==> src/rtl/hazard_scoreboard.sv <==
// Hazard scoreboard: load-use detection plus a one-entry multdiv scoreboard
// that stalls only dependent instructions. It also carries a sticky multdiv
// timeout flag and a saturating stall counter for performance debug.
// All state changes on the falling edge of the pipeline clock.
module hazard_scoreboard #(
  parameter int REG_W          = 5,
  parameter int COMPARE_REGS   = 1,
  parameter int STRICT_MULTDIV = 0,
  parameter int TIMEOUT        = 64,
  parameter int CNT_W          = 16
) (
  input  logic              clock,
  input  logic              reset_n,
  input  logic [31:0]       fd_insn,
  input  logic [31:0]       dx_insn,
  input  logic [31:0]       writeback_insn,
  input  logic              multdiv_RDY,
  output logic              is_bypass_hazard,
  output logic              latch_ena,
  output logic              multdiv_busy,
  output logic [REG_W-1:0]  pending_rd,
  output logic              timeout_err,
  output logic [CNT_W-1:0]  stall_count
);

  // The BUSY counter only needs to reach TIMEOUT-1.
  localparam int TW = (TIMEOUT > 2) ? $clog2(TIMEOUT) : 1;
  localparam logic [TW-1:0] LAST_CNT = TW'(TIMEOUT - 1);

  typedef enum logic {IDLE, BUSY} state_t;

  state_t             state_q, state_d;
  logic [REG_W-1:0]   pending_rd_q, pending_rd_d;
  logic               timeout_err_q, timeout_err_d;
  logic [CNT_W-1:0]   stall_count_q, stall_count_d;
  logic               latch_ena_q, latch_ena_d;
  logic [TW-1:0]      busy_cnt_q, busy_cnt_d;

  logic               lw_hazard;
  logic               multdiv_hazard;

  // An instruction is mul or div when it is R-type with ALU op 00110/00111.
  function automatic logic is_multdiv(input logic [31:0] insn);
    is_multdiv = (insn[31:27] == 5'b00000) &&
                 ((insn[6:2] == 5'b00110) || (insn[6:2] == 5'b00111));
  endfunction

  // True when insn reads register r; register 0 never counts as a read.
  // rs is always a source, rt only for R-type, rd for branches/jr/sw.
  function automatic logic reads_reg(input logic [31:0] insn, input logic [REG_W-1:0] r);
    logic [4:0] op;
    op = insn[31:27];
    reads_reg = 1'b0;
    if (r != '0) begin
      if (REG_W'(insn[21:17]) == r) reads_reg = 1'b1;
      if ((op == 5'b00000) && (REG_W'(insn[16:12]) == r)) reads_reg = 1'b1;
      if (((op == 5'b00010) || (op == 5'b00100) || (op == 5'b00110) || (op == 5'b00111)) &&
          (REG_W'(insn[26:22]) == r)) reads_reg = 1'b1;
    end
  endfunction

  // State register: every flop updates on the falling edge, async active-low reset.
  always_ff @(negedge clock or negedge reset_n) begin
    if (!reset_n) begin
      state_q       <= IDLE;
      pending_rd_q  <= '0;
      timeout_err_q <= 1'b0;
      stall_count_q <= '0;
      latch_ena_q   <= 1'b1;
      busy_cnt_q    <= '0;
    end else begin
      state_q       <= state_d;
      pending_rd_q  <= pending_rd_d;
      timeout_err_q <= timeout_err_d;
      stall_count_q <= stall_count_d;
      latch_ena_q   <= latch_ena_d;
      busy_cnt_q    <= busy_cnt_d;
    end
  end

  // Next-state logic: capture a new multdiv in IDLE, retire it on RDY or timeout.
  always_comb begin
    state_d       = state_q;
    pending_rd_d  = pending_rd_q;
    timeout_err_d = timeout_err_q;
    busy_cnt_d    = busy_cnt_q;
    unique case (state_q)
      IDLE: begin
        if (is_multdiv(dx_insn)) begin
          state_d      = BUSY;
          pending_rd_d = REG_W'(dx_insn[26:22]);
          busy_cnt_d   = '0;
        end
      end
      BUSY: begin
        if (multdiv_RDY) begin
          state_d = IDLE;
        end else if (busy_cnt_q == LAST_CNT) begin
          state_d       = IDLE;
          timeout_err_d = 1'b1;
        end else begin
          busy_cnt_d = busy_cnt_q + 1'b1;
        end
      end
      default: state_d = IDLE;
    endcase
  end

  // Output logic: combinational hazards so a same-cycle RDY releases the stall.
  always_comb begin
    multdiv_busy = (state_q == BUSY);
    if (COMPARE_REGS != 0) begin
      lw_hazard = (dx_insn[31:27] == 5'b01000) && (dx_insn[26:22] != 5'd0) &&
                  reads_reg(fd_insn, REG_W'(dx_insn[26:22]));
    end else begin
      lw_hazard = (dx_insn[31:27] == 5'b01000);
    end
    multdiv_hazard = multdiv_busy && !multdiv_RDY &&
                     ((STRICT_MULTDIV != 0) || reads_reg(fd_insn, pending_rd_q) ||
                      is_multdiv(fd_insn));
    is_bypass_hazard = reset_n && (lw_hazard || multdiv_hazard);
  end

  // Debug/writeback next values: M/W enable and the saturating stall counter.
  always_comb begin
    latch_ena_d   = !(is_multdiv(writeback_insn) && !multdiv_RDY);
    stall_count_d = stall_count_q;
    if (is_bypass_hazard && (stall_count_q != '1)) begin
      stall_count_d = stall_count_q + 1'b1;
    end
  end

  assign pending_rd  = pending_rd_q;
  assign timeout_err = timeout_err_q;
  assign stall_count = stall_count_q;
  assign latch_ena   = latch_ena_q;

endmodule

==> config.mk <==
export PLATFORM = sky130hd
export DESIGN_NAME = hazard_scoreboard
export DESIGN_NICKNAME = d
export VERILOG_FILES = /design/src/rtl/hazard_scoreboard.sv
export SDC_FILE = /design/constraint.sdc
export NUM_CORES = 1
export LEC_CHECK = 0
export ABC_AREA = 1
export CORE_ASPECT_RATIO = 1.25
export CORE_MARGIN = 5
export CORE_UTILIZATION = 31
export CTS_CLUSTER_SIZE = 10
export DETAILED_ROUTE_END_ITERATION = 16
export PLACE_DENSITY = 0.64
export SLEW_MARGIN = 20
export SYNTH_ARGS = -nofsm -noshare
export SYNTH_HDL_FRONTEND = slang
export SYNTH_SLANG_ARGS = --single-unit
==> constraint.sdc <==
create_clock -name clock -period 5.36 [get_ports clock]
set_clock_uncertainty 0.2 [all_clocks]
set_input_delay 0.536 -clock clock [delete_from_list [all_inputs] [get_ports clock]]
set_output_delay 0.536 -clock clock [all_outputs]
set_load 0.005 [all_outputs]
---- Word level (Yosys, flattened, before mapping) ----
Cells that the tools add are included.
storage, ports and cells
  output and inout port bits .............. 25
  bits in latches ......................... 0
  register bits ........................... 30
  logic and storage cells ................. 80
  memories kept ........................... 0
  memory bits (read-only) ................. 0
  memory bits (writable) .................. 0
cells by class
  bitwise gates (word level) .............. 2
  add/sub/neg operators ................... 2
  reduce and logical (&&, ||, !) cells .... 32
  eq/ne operators ......................... 22
  divide/modulo/power cells ............... 0
  multiply operators ...................... 0
  order comparisons ....................... 0
  shift-type cells ........................ 0
  multiplexer cells ....................... 16
operator list
  kind                                                                    number
  5-bit by 3-bit equality test with 1-bit output (second input constant)  9
  5-bit equality test                                                     6
  6-bit 2-to-1 mux                                                        3
  16-bit by 1-bit adder with 16-bit output (second input constant)        1
  16-bit inequality test (second input constant)                          1
  5-bit zero test                                                         3
  1-bit logical AND                                                       14
  6-bit one-hot mux with 2 select lines                                   1
  1-bit 2-to-1 mux                                                        11
  5-bit nonzero test                                                      2
  1-bit logical OR                                                        8
  6-bit by 1-bit adder with 6-bit output (second input constant)          1
  6-bit equality test (second input constant)                             1
  2-bit inequality test (second input constant)                           3
  3-bit AND reduction                                                     2
  5-bit by 2-bit equality test with 1-bit output (second input constant)  1
  5-bit by 4-bit equality test with 1-bit output (second input constant)  1
  1-bit zero test                                                         2
  1-bit NOT                                                               2
  1-bit one-hot mux with 2 select lines                                   1
  2-bit AND reduction                                                     1

---- Logic depth before layout (Yosys ltp) ----
  depth after elaboration ................. 12
  mapped depth ............................ 15
  depth with buffers taken out ............ 14

==> flow_summary.yaml <==
floorplan:
  die-area_um2: 9044
  fp-row-count: 34
  dieHeight_um: 105.1
  core-area_um2: 7019
  boundaryPins: 124
  die_w_um: 86.07
  initial_utilization_pct: 31.94
setup_path:
  crit_fanout: 6
  crit_chain: "xnor2_1 > nand2_1 > nor2_1 > nand2_1 > nand2_1 > nand2_1 > nand2_1 > nand2_2 > a21boi_0 > clkbuf_2"
  crit_buf_inv: 1
  required_ns: 4.62
  worstReg2RegStart: "stall_count[0]$_DFFE_NN0P_"
  crit_type: "flip-flop to output pin"
  r2r_slack_ns: 3.19
  crit_family: "flip-flops"
  rr_worst_depth: 8
  cpMostUsedCell: "nand2_1"
  timing.rr.end: "stall_count[12]$_DFFE_NN0P_"
  endpoint_kind: "output pin"
  crit_slowest_cell: "dfrtn_1"
  crit_path_max_incr_delay_ns: 0.53
  arrival_ns: 4.42
  startpoint_type: "flip-flop"
route:
  vias: 2301
  viasPerCell: 4.706
  route.detailed.wl_per_inst_um: 12.39
  route.detailed.drc: 0
  antenna_left: 0
  wl_um: 6058
  drt_iter0_drc: 42
  drt_pass1_iterations: 4
power:
  p_leak_nw: 1.520
  powerDensity_nw_per_um2: 175.4
  vdd_drop_max_mv: 0.1563
  power_mw: 0.5631
finish:
  final_nets: 499
  fillerInstances: 728
  stdcell_count: 489
  areaGrowthSynthToFinish_pct: 43.19
  final_util_pct: 45.74
  final_area_um2: 3211
  insertedDiodeCount: 0
  drive_above_1_share_pct: 7.018
sta:
  hold_viol: 0
  worst_slack_ns: 0.1991
  slew_headroom_pct: 72.15
  tightest_slew_ns: 0.4178
  holdWs_ns: 0.2068
  setup_viol: 0
  finalSetupTns_ns: 0
  drv_slew: 0
logic_synthesis:
  synth_seq_cells: 30
  synth_area_um2: 2242
  synthesis.nets: 418
  ys_warn_count: 0
  ys_seq_area_share_pct: 33.54
  syn_area_per_cell_um2: 7.073
  synth_cells: 317
  yosysUniqueCellTypes: 33
min_path:
  whs_endpoint: "timeout_err$_DFFE_NN0P_"
  hold_path.class: "flip-flop to flip-flop"
  whs_path_depth: 1
  min_from: "timeout_err$_DFFE_NN0P_"
run_status:
  outcome: "completed"
clocking:
  cts_made_buffers: 5
  clk_latency_ns: 0.29
  clkSinkCount: 30
  root_buffer: "clkbuf_8"
  cts_tree: "done"
  clk_path_buf_depth: 2
  htree_levels: 2
  cts.clk_slew.worst_paths_ns: 0.05
placed_design:
  routabilityCongestion: 0.8440
  dp_hpwl_um: 4814
  dpl_worst_slack_ns: 0.06313
  postPlaceCellArea_um2: 3082
  io_buffer_count: 74
  dp.cells: 478
job:
  maxCapViolations: 0
global_routing:
  grt_antenna_before_repair: 0
  grt_first_pass_wirelength_um: 10190
  grt_max_degree: 21
  grt_pass1_vias: 2238
  grt_usage_pct: 13.63
  grt_overflow: 0
-- area by class of cell --
class / count / area [um2] / share of cell area (%)
inverter: 38 / 142.6 / 4.443
multi-input combinational: 241 / 1305 / 40.65
clock inverter: 1 / 3.754 / 0.1169
sequential: 30 / 752.0 / 23.42
clock buffer: 8 / 111.4 / 3.468
timing repair buffer: 81 / 783.3 / 24.40
tap: 90 / 112.6 / 3.507
-- worst reg2reg max path, stage by stage (launching register included) --
cell and delay, ns:
dfrtn_1 0.47, ha_1 0.21, nand2_1 0.09, nor2_4 0.15, nand3_2 0.12, nor3_2 0.20, nand4_4 0.30, nand4_1 0.21
nand2_1 0.07
-- logic make-up after synthesis --
kind of cell | Yosys count | synth area share (%)
AND/OR/NAND/NOR | 187 | 38.90
buffers and inverters | 46 | 8.259
XOR/XNOR | 37 | 14.45
flip-flops | 30 | 33.54
AO/OA/AOI/OAI | 15 | 3.739
adder cells (fa/ha/maj) | 2 | 1.116
-- power by group --
group	leakage [nW]	total [mW]	internal, mW	switching [mW]
clock	0.0620	0.222	0.134	0.0888
combinational	1.06	0.101	0.0575	0.0436
sequential	0.397	0.240	0.233	0.00624
-- timing repair --
| item | CTS | global route |
|---|---|---|
| setup endpoints to repair | 1 | 1 |
| hold buffers | 0 | 0 |
| pin swaps | 0 | 0 |
| setup buffers | 0 | 3 |
| resized for setup | 1 | 2 |
-- placed cells by master, fill, tap and decap left out, types with 2 or more instances in the layout --
| cell | count |
|---|---|
| nand2_1 | 98 |
| nor4_1 | 5 |
| inv_2 | 3 |
| buf_4 | 7 |
| dfrtn_1 | 29 |
| nand4_1 | 20 |
| inv_1 | 36 |
| nor3_1 | 11 |
| xnor2_1 | 14 |
| nand3_1 | 18 |
| xor2_1 | 23 |
| nor2_1 | 24 |
| clkdlybuf4s50_1 | 72 |
| a21oi_1 | 6 |
| o21ai_0 | 5 |
| clkbuf_8 | 6 |
| ha_1 | 2 |
-- cells in the mapped netlist (all sizes together) --
| cell type | number | area [um2] |
|---|---|---|
| nor3 | 12 | 65.06 |
| o21ai | 5 | 25.02 |
| a21boi | 1 | 7.510 |
| dfrtn | 29 | 725.7 |
| nand2 | 100 | 385.4 |
| a31oi | 1 | 6.260 |
| o31ai | 1 | 7.510 |
| or2 | 2 | 12.52 |
| clkbuf | 2 | 7.510 |
| inv | 39 | 146.4 |
| dfstp | 1 | 26.28 |
| nor4 | 5 | 31.28 |
| nand3 | 20 | 117.6 |
| nand4 | 21 | 146.4 |
| xnor2 | 14 | 122.6 |
| buf | 5 | 31.28 |
| a21oi | 6 | 30.03 |
| nor2 | 26 | 107.6 |
| a21o | 1 | 7.510 |
| xor2 | 23 | 201.4 |
| ha | 2 | 25.02 |
| and3 | 1 | 6.260 |
-- worst max-delay path by stage --
| stage | depth (start not counted) | to | slack (ns) | startpoint |
|---|---|---|---|---|
| 2_1_floorplan | 11 | stall_count[12]$_DFFE_NN0P_ | 0.67 | dx_insn[26] |
| 3_3_place_gp | 10 | stall_count[15]$_DFFE_NN0P_ | 0.08 | dx_insn[23] |
| 3_5_place_dp | 10 | stall_count[6]$_DFFE_NN0P_ | 0.06 | dx_insn[23] |
| 4_1_cts | 11 | is_bypass_hazard | 0.05 | pending_rd[1]$_DFFE_NN0P_ |
| 5_1_grt | 10 | is_bypass_hazard | -0.0008 | pending_rd[0]$_DFFE_NN0P_ |
| 6_report | 10 | is_bypass_hazard | 0.20 | pending_rd[0]$_DFFE_NN0P_ |
-- state kept, by name, indices dropped and copies added, names as in the netlist --
signal        count
busy_cnt_q        6
latch_ena         1
multdiv_busy      1
pending_rd        5
stall_count      16
timeout_err       1
-- routing by layer --
metal	part of all wire, %	track usage [%]	wire, um	up-vias
li1	-	-	-	1185
met1	45	17.23	2709	1043
met2	47	22.77	2858	67
met3	7.2	3.937	437	6
met4	0.87	3.054	53	0
met5	0	0	0	-
Note: power is estimated with default switching activity, not from simulation.
